### src/rtl/rf_rdser_pkg.sv
// Shared parameters and FSM state encoding for the register-file read serializer.
package rf_rdser_pkg;
    localparam int RF_W  = 64;   // register width
    localparam int RF_N  = 8;    // number of registers
    localparam int RF_IW = 3;    // register index width

    typedef enum logic [1:0] {
        IDLE = 2'd0,
        SEND = 2'd1,
        DONE = 2'd2
    } state_e;
endpackage

### src/rtl/rf_rdser_if.sv
// Beat stream from the serializer to its consumer (valid/ready handshake).
interface rf_rdser_if #(parameter int W = 64);
    logic [W-1:0] dout;
    logic [2:0]   didx;
    logic         dvalid;
    logic         dready;
    logic         dlast;

    modport master (output dout, didx, dvalid, dlast, input dready);
    modport slave  (input dout, didx, dvalid, dlast, output dready);
endinterface

### src/rtl/rf_rdser_pri_enc8.sv
// Lowest-set-bit priority encoder; is_last flags a single remaining bit.
module pri_enc8 (
    input  logic [7:0] vector,
    output logic [2:0] idx,
    output logic       any,
    output logic       is_last
);
    // Scan from the top down so the lowest set bit wins.
    always_comb begin
        idx = '0;
        for (int i = 7; i >= 0; i--) begin
            if (vector[i]) idx = 3'(i);
        end
    end

    assign any     = |vector;
    // Clearing the lowest set bit leaves zero only when one bit was set.
    assign is_last = any && ((vector & (vector - 8'd1)) == 8'd0);
endmodule

### src/rtl/rf_rdser.sv
// Register-file read serializer: snapshots the register image and mask on
// start, then streams the selected registers in ascending index order.
module rf_rdser
    import rf_rdser_pkg::*;
#(
    parameter int W = RF_W,
    parameter int N = RF_N
) (
    input  logic              clk,
    input  logic              rst_b,
    input  logic [N*W-1:0]    q,
    input  logic              start,
    input  logic [N-1:0]      mask,
    output logic              busy,
    output logic              done,
    rf_rdser_if.master        dbus
);
    state_e           state_q, state_d;
    logic [N*W-1:0]   snap_q, snap_d;
    logic [N-1:0]     rem_q, rem_d;

    logic [7:0]       enc_vec;
    logic [2:0]       enc_idx;
    logic             enc_any;
    logic             enc_last;
    logic             dvalid;
    logic [W-1:0]     dout_sel;

    // Remaining-mask padded to the encoder width; unused upper bits stay 0.
    always_comb begin
        enc_vec          = '0;
        enc_vec[N-1:0]   = rem_q;
    end

    pri_enc8 u_enc (
        .vector  (enc_vec),
        .idx     (enc_idx),
        .any     (enc_any),
        .is_last (enc_last)
    );

    // State, snapshot and remaining-mask registers.
    always_ff @(posedge clk or negedge rst_b) begin
        if (!rst_b) begin
            state_q <= IDLE;
            snap_q  <= '0;
            rem_q   <= '0;
        end else begin
            state_q <= state_d;
            snap_q  <= snap_d;
            rem_q   <= rem_d;
        end
    end

    // Next-state logic: capture on start, retire one mask bit per transfer.
    always_comb begin
        state_d = state_q;
        snap_d  = snap_q;
        rem_d   = rem_q;
        unique case (state_q)
            IDLE: begin
                if (start) begin
                    if (mask != '0) begin
                        snap_d  = q;
                        rem_d   = mask;
                        state_d = SEND;
                    end else begin
                        state_d = DONE;
                    end
                end
            end
            SEND: begin
                if (!enc_any) begin
                    state_d = DONE;
                end else if (dbus.dready) begin
                    for (int i = 0; i < N; i++) begin
                        if (enc_idx == 3'(i)) rem_d[i] = 1'b0;
                    end
                    if (enc_last) state_d = DONE;
                end
            end
            DONE:    state_d = IDLE;
            default: state_d = IDLE;
        endcase
    end

    // Beat data comes from the snapshot word selected by the current index.
    always_comb begin
        dout_sel = '0;
        for (int i = 0; i < N; i++) begin
            if (enc_idx == 3'(i)) dout_sel = snap_q[N*W-1-i*W -: W];
        end
    end

    // Outputs decode from state so reset clears them immediately;
    // beat fields are forced to zero whenever no beat is offered.
    always_comb begin
        dvalid      = (state_q == SEND) && enc_any;
        busy        = (state_q != IDLE);
        done        = (state_q == DONE);
        dbus.dvalid = dvalid;
        dbus.dout   = dvalid ? dout_sel : '0;
        dbus.didx   = dvalid ? enc_idx  : '0;
        dbus.dlast  = dvalid && enc_last;
    end
endmodule

### src/flat_wrapper.sv
// flat-port wrapper written by rule: the top's interface ports become plain ports
module rf_rdser_flat import rf_rdser_pkg::*;
#(
    parameter int W = RF_W,
    parameter int N = RF_N
)
  (clk, rst_b, q, start, mask, busy, done, dbus_dout, dbus_didx, dbus_dvalid, dbus_dlast, dbus_dready);
  rf_rdser_if #(.W(W)) dbus_i ();
  input  logic clk;
  input  logic rst_b;
  input  logic [N*W-1:0] q;
  input  logic start;
  input  logic [N-1:0] mask;
  output logic busy;
  output logic done;
  output wire logic [$bits(dbus_i.dout)-1:0] dbus_dout;
  output wire logic [$bits(dbus_i.didx)-1:0] dbus_didx;
  output wire logic [$bits(dbus_i.dvalid)-1:0] dbus_dvalid;
  output wire logic [$bits(dbus_i.dlast)-1:0] dbus_dlast;
  input wire logic [$bits(dbus_i.dready)-1:0] dbus_dready;
  assign dbus_dout = dbus_i.dout;
  assign dbus_didx = dbus_i.didx;
  assign dbus_dvalid = dbus_i.dvalid;
  assign dbus_dlast = dbus_i.dlast;
  assign dbus_i.dready = dbus_dready;
  rf_rdser #(.W(W), .N(N)) u_core (.clk(clk), .rst_b(rst_b), .q(q), .start(start), .mask(mask), .busy(busy), .done(done), .dbus(dbus_i));
endmodule
### config.mk
export PLATFORM = sky130hd
export DESIGN_NAME = rf_rdser_flat
export DESIGN_NICKNAME = d
export VERILOG_FILES = /design/src/rtl/rf_rdser_pkg.sv /design/src/rtl/rf_rdser_if.sv /design/src/rtl/rf_rdser_pri_enc8.sv /design/src/rtl/rf_rdser.sv /design/src/flat_wrapper.sv
export SDC_FILE = /design/constraint.sdc
export NUM_CORES = 1
export LEC_CHECK = 0
export ABC_AREA = 1
export BUFFER_PORTS_ARGS = -buffer_cell sky130_fd_sc_hd__buf_2
export CORE_MARGIN = 2
export CORE_UTILIZATION = 40
export DETAILED_ROUTE_END_ITERATION = 8
export PLACE_DENSITY = 0.7
export REMOVE_ABC_BUFFERS = 1
export SLEW_MARGIN = 20
export SYNTH_ARGS = -nofsm -noshare
export SYNTH_HDL_FRONTEND = slang
export SYNTH_HIERARCHICAL = 1
export SYNTH_SLANG_ARGS = --single-unit
### constraint.sdc
create_clock -name clk -period 7.9 [get_ports clk]
set_clock_uncertainty 0.15 [all_clocks]
set_input_delay 1.975 -clock clk [delete_from_list [all_inputs] [get_ports clk]]
set_output_delay 1.975 -clock clk [all_outputs]
set_load 0.02 [all_outputs]
==> flow_summary.toml, run 1 <==
[yosys]
synth.top_cell.area_share_pct = 51.40
ys_seq_elements = 522
async_flop_share_pct = 100.0
ys_types = 27
syn_area_per_cell_um2 = 7.609
synth_ff_type = "dfrtp_1"
synth.largest_area_cell = "dfrtp_1"
yosys-top-cells-count = "1131 x nand2_1, 587 x nand3_1, 522 x dfrtp_1"
synth_area_leaders = "dfrtp_1 51%, nand2_1 17%, nand3_1 12%"
synth_most_common_cell = "nand2_1"
synth_warnings = 6
ys_seq_area_share_pct = 51.40
synth_edf_count = 0
syn-cell-area_um2 = 25410
synth_cells = 3340

[detailed_routing]
vias = 24850
avgViaCountPerCell = 5.302
wirelength_um = 85910
drtIter0Drc = 2575
wl_per_cell_um = 18.33
antenna_left = 0
dr.pass1.iters = 7
drc_errors = 0

[clock_tree]
numCtsBuffers = 58
cts_sinks = 522
clock_latency_ps = 590
cts_htree_levels = 2
post-cts-setup-buffers = 0
cts_resized = 0
cts_tree = "yes"
root_buffer = "clkbuf_16"
clk_path_buf_depth = 3
cts_hold_buf = 0
clk_pin_slew_worst_paths_ps = 60

[worst_hold_path]
min_to = "u_core/snap_q[224]"
hold_class = "reg -> reg"
min_from = "u_core/snap_q[224]"
min_delay_path_depth = 2

[timing]
maxSlewViolCount = 0
fmax_mhz = 158.4
setup_viol = 0
max-slew-margin-rel_pct = 16.11
rsz0062_at_grt = "no"
hold_violations = 0
min_period_ps = 6315
post-route-period-util_pct = 79.94
hold_slack_ps = 314.1
worst_pin_slew_ps = 1258

[finish]
postLayoutCellArea_um2 = 30690
nNetsFinal = 4291
final_cells = 4686
drive_above_1_share_pct = 19.75
syn_to_final_growth_pct = 20.75
fill_cells = 6193

[critical_path]
reg2reg_slack_ps = 4430
end_kind = "output port"
rr_startpoint = "u_core/enc_vec[4]"
cp_data_arrival_time_ps = 4190
cp_max_fo = 104
critPathRequiredTime_ps = 5780
reg2reg_to = "u_core/enc_vec[2]"
criticalPathCategory = "reg -> out"
cp-start-kind = "register"
r2r_cells = 9

[pwr]
p_leak_nw = 16.79
vdd_drop_max_mv = 0.3858
power.total_mw = 13.63
pwr_density_cell_nw_per_um2 = 444.3

[placed_design]
gp_congestion = 0.8898
io_buffers = 594
dp.cells = 4552
place_hpwl_um = 55160
postPlaceCellArea_um2 = 28660

[global_routing]
grt-ovfl-total = 0
antenna_found_initial = 45
grt_pass1_vias = 24020
grt_max_degree = 221
grtUsageTotal_pct = 25.49
grt_pass1_wl_um = 134000

[floorplan]
die-area_um2 = 65570
rows = 92
core_area_um2 = 62970
die_w_um = 256.1
start_util_pct = 40.36
ios = 595
dieHeight_um = 256.1

[run_status]
status = "completed"

[flow_run]
cap_violations = 0
per-stage QoR:
step	setup slack [ps]	setup TNS (ps)	util (%)
2_1_floorplan	-13580	-6856050	-
3_3_place_gp	2274	0	45.52
3_5_place_dp	2226	0	45.52
4_1_cts	1580	0	48.57
5_1_grt	1305	0	48.70
6_report	1585	0	48.74
cell type report:
| type | count | area [um2] | share of cell area [%] |
|---|---|---|---|
| Inverter | 142 | 541.8 | 1.765 |
| Clock buffer | 83 | 1667 | 5.431 |
| Antenna cell | 32 | 80.08 | 0.2609 |
| Tap cell | 846 | 1059 | 3.449 |
| Multi-Input combinational cell | 2411 | 10610 | 34.59 |
| Sequential cell | 522 | 13060 | 42.57 |
| Timing Repair Buffer | 632 | 3411 | 11.11 |
| Clock inverter | 18 | 254.0 | 0.8277 |
where the power goes:
part	total [mW]	switching, mW	internal, mW
Clock	2.76	1.10	1.65
Sequential	4.64	0.685	3.95
Combinational	6.24	4.38	1.86
layout by cell type (no fill, tap or decap), types with 2 or more instances in the layout:
master,instances
diode_2,32
buf_8,2
buf_12,9
nor2_1,314
o21ai_1,4
clkbuf_1,14
clkbuf_16,59
nand2_1,1130
inv_6,4
nand4_1,163
buf_2,592
inv_1,131
nand3_1,587
clkbuf_8,10
clkinv_2,11
or2_1,9
nor3_4,3
or2_2,6
dfrtp_1,522
bufinv_16,6
buf_4,28
nor2_4,6
o21ai_0,23
inv_2,7
a21oi_1,156
worst max-delay path by stage:
stage	end	slack (ps)	depth (start not counted)	from
finish	dbus_dout[52]	1590	12	u_core/enc_vec[1]
detailed placement	dbus_dout[52]	2230	12	u_core/enc_vec[0]
global route	dbus_dout[6]	1310	11	u_core/enc_vec[4]
CTS	dbus_dout[52]	1580	12	u_core/enc_vec[0]
floorplan	u_core/snap_q[257]	-13580	7	mask[4]
global placement	dbus_dout[52]	2270	12	u_core/enc_vec[3]
sequential cells by signal (all words and copies together) (netlist names):
name            cells
u_core/state_q      2
u_core/enc_vec      8
u_core/snap_q     512
metal layers:
layer	track usage [%]	up-vias	share of wire, %
met3	5.565	208	7.6
met2	42.20	972	48
met4	9.877	28	3.2
li1	-	11730	-
met5	0	-	0.20
met1	32.59	11910	41
cells by family (layout without fill, tap and decap cells):
family	after synthesis	in the layout	share of synthesized area [%]
AND/OR/NAND/NOR	2224	2224	37.79
flip-flops	522	522	51.40
buffers and inverters	407	875	7.080
AO/OA/AOI/OAI	187	187	3.732
other	0	32	0
worst max-delay path, stage by stage (launching register included):
cell	delay, ps
dfrtp_1	430
nor2_4	220
nand2_1	110
a21oi_1	390
inv_6	380
nand3_4	600
buf_4	390
nor2_1	70
nor2_1	290
nand4_1	330
nand2_1	140
inv_1	40
buf_2	150
Power figures use the tool's default switching activity.
==> run 2: changes to the inputs <==
clock period = 6.55 ns   (was 7.9 ns; I/O delays follow)
==> run 2 against run 1 <==
Effect of this change:
- die area stayed put
- first-iteration DRC count grew 4.7%
- cell count is 0.13% higher
- global-route usage increased by 0.26 points
- combinational power rose by 20%
- count of clock-buffer cells in the layout grew 6
- core utilization decreased by 0.079 points
- flip-flop and latch count is the same
- sequential share of layout area up 0.070 points
- critical endpoint is now dbus_dout[46]
- register-to-register slack got worse by 1200 ps
==> flow_summary.toml, run 2 (synthesis gave the netlist of run 1 again) <==
[timing]
rsz0062_at_grt = "no"
maxSlewViolCount = 0
fmax_mhz = 172.2
worst_pin_slew_ps = 1105
hold_violations = 0
setup_viol = 0
setup_tns_ps = 0
max-slew-margin-rel_pct = 26.31
min_period_ps = 5807
post-route-period-util_pct = 88.66

[detailed_routing]
wirelength_um = 86530
drtIter0Drc = 2697
avgViaCountPerCell = 5.286
drc_errors = 0
dr.pass1.iters = 6
wl_per_cell_um = 18.44
antenna_left = 0
vias = 24800

[finish]
postLayoutCellArea_um2 = 30640
nNetsFinal = 4297
final_common_cell = "nand2_1"
fill_cells = 6298
largest_reg_flops = 512
drive_above_1_share_pct = 19.88
regMostFlops = "u_core/snap_q"
final_cell_mix = "1130 x nand2_1, 592 x buf_2, 587 x nand3_1"
syn_to_final_growth_pct = 20.55
seqCellArea_um2 = 13060
multi_input_area_um2 = 10620

[global_routing]
grtUsageTotal_pct = 25.75
grt_max_degree = 209
grt-ovfl-total = 0
antenna_found_initial = 44
grt_pass1_vias = 23830
grt_pass1_wl_um = 134300

[floorplan]
ios = 595
dieHeight_um = 256.1
start_util_pct = 40.36
die-area_um2 = 65570
rows = 92
core_area_um2 = 62970
die_w_um = 256.1

[placed_design]
io_buffers = 594
place_hpwl_um = 56040
gp_congestion = 0.9290
postPlaceCellArea_um2 = 28720

[flow_run]
cap_violations = 0

[clock_tree]
cts_hold_buf = 0
clk_pin_slew_worst_paths_ps = 60
numCtsBuffers = 57
cts_sinks = 522
root_buffer = "clkbuf_16"
cts_resized = 0
cts_tree = "yes"
clock_latency_ps = 610
cts_htree_levels = 2
clk_path_buf_depth = 3
post-cts-setup-buffers = 0

[critical_path]
cp_max_fo = 53
cp_num_buf_inv = 4
slowest_delay_ps = 960
critPathSlowestCell = "nand3_1"
crit_chain = "inv_1 > nand2_1 > nand3_1 > nand2_1 > nand2_1 > a21oi_4 > clkinv_2 > buf_4 > nand3_1 > nor2_1 > nor2_1 > nand3_1 > nand2_1 > a21oi_1 > buf_2"
crit_top_cell = "nand2_1"
cp-start-kind = "register"
end_kind = "output port"
critPathRequiredTime_ps = 4760
crit_family = "simple AND/OR/NAND/NOR gates"
criticalPathCategory = "reg -> out"
cp_data_arrival_time_ps = 4020

[pwr]
p_leak_nw = 16.77
p_sw_mw = 7.411
pwr-share-clk_pct = 19.5
internal_power_mw = 8.850
sw_frac_of_total_pct = 45.57
comb_power_share_pct = 46.2
power.total_mw = 16.26
vdd_drop_max_mv = 0.5007
pwr_density_cell_nw_per_um2 = 530.7
seq_power_share_pct = 34.3

[run_status]
status = "completed"

[worst_hold_path]
hold_class = "reg -> reg"
[run 2: worst min-delay path, delay by kind of cell (launching register included)]
kind	cells	cell delay, ps
AND/OR/NAND/NOR	2	100
flip-flops	1	330
[run 2: power by group through the flow]
| stage | combinational (mW) | clock (mW) | sequential [mW] |
|---|---|---|---|
| after floorplan | 5.50 | 0 | 5.39 |
| after global placement | 7.38 | 0 | 5.56 |
| after detailed placement | 7.49 | 0 | 5.59 |
| after CTS | 7.51 | 3.24 | 5.55 |
| after global routing | 8.41 | 3.37 | 5.73 |
| final | 7.51 | 3.17 | 5.58 |
[run 2: final timing paths]
path | start | to | slack [ps] | depth (start not counted)
max | u_core/enc_vec[5] | dbus_dout[46] | 740 | 15
min | u_core/snap_q[128] | u_core/snap_q[128] | 320 | 2
max reg2reg | u_core/enc_vec[5] | u_core/enc_vec[2] | 3230 | 13
min reg2reg | u_core/snap_q[128] | u_core/snap_q[128] | 320 | 2
max in group asynchronous | rst_b | u_core/snap_q[42] | 3990 | 2
min in group asynchronous | rst_b | u_core/snap_q[464] | 920 | 1
[run 2: metrics by stage]
step / utilization, % / setup WS, ps / hold WS [ps] / instances
after floorplan: - / -14600 / 284.2 / 3075
after global placement: 45.61 / 1489 / 298.2 / 4560
after detailed placement: 45.61 / 1435 / 304.3 / 4560
after CTS: 48.53 / 755.9 / 318.0 / 4664
after global routing: 48.63 / 419.7 / 333.7 / 4685
final: 48.66 / 742.8 / 317.4 / 4692
[run 2: area by class of cell]
class | instances | area share [%]
Timing Repair Buffer | 639 | 11.24
Tap cell | 846 | 3.455
Clock buffer | 89 | 5.611
Sequential cell | 522 | 42.63
Clock inverter | 15 | 0.3920
Multi-Input combinational cell | 2411 | 34.67
Antenna cell | 28 | 0.2287
Inverter | 142 | 1.768
[run 2: layer usage]
metal,track usage (%),vias up,routed length (um)
met5,0,-,211
met4,9.958,32,2656
met3,5.159,189,6555
met2,41.67,978,40850
met1,34.05,11860,36260
li1,-,11740,-
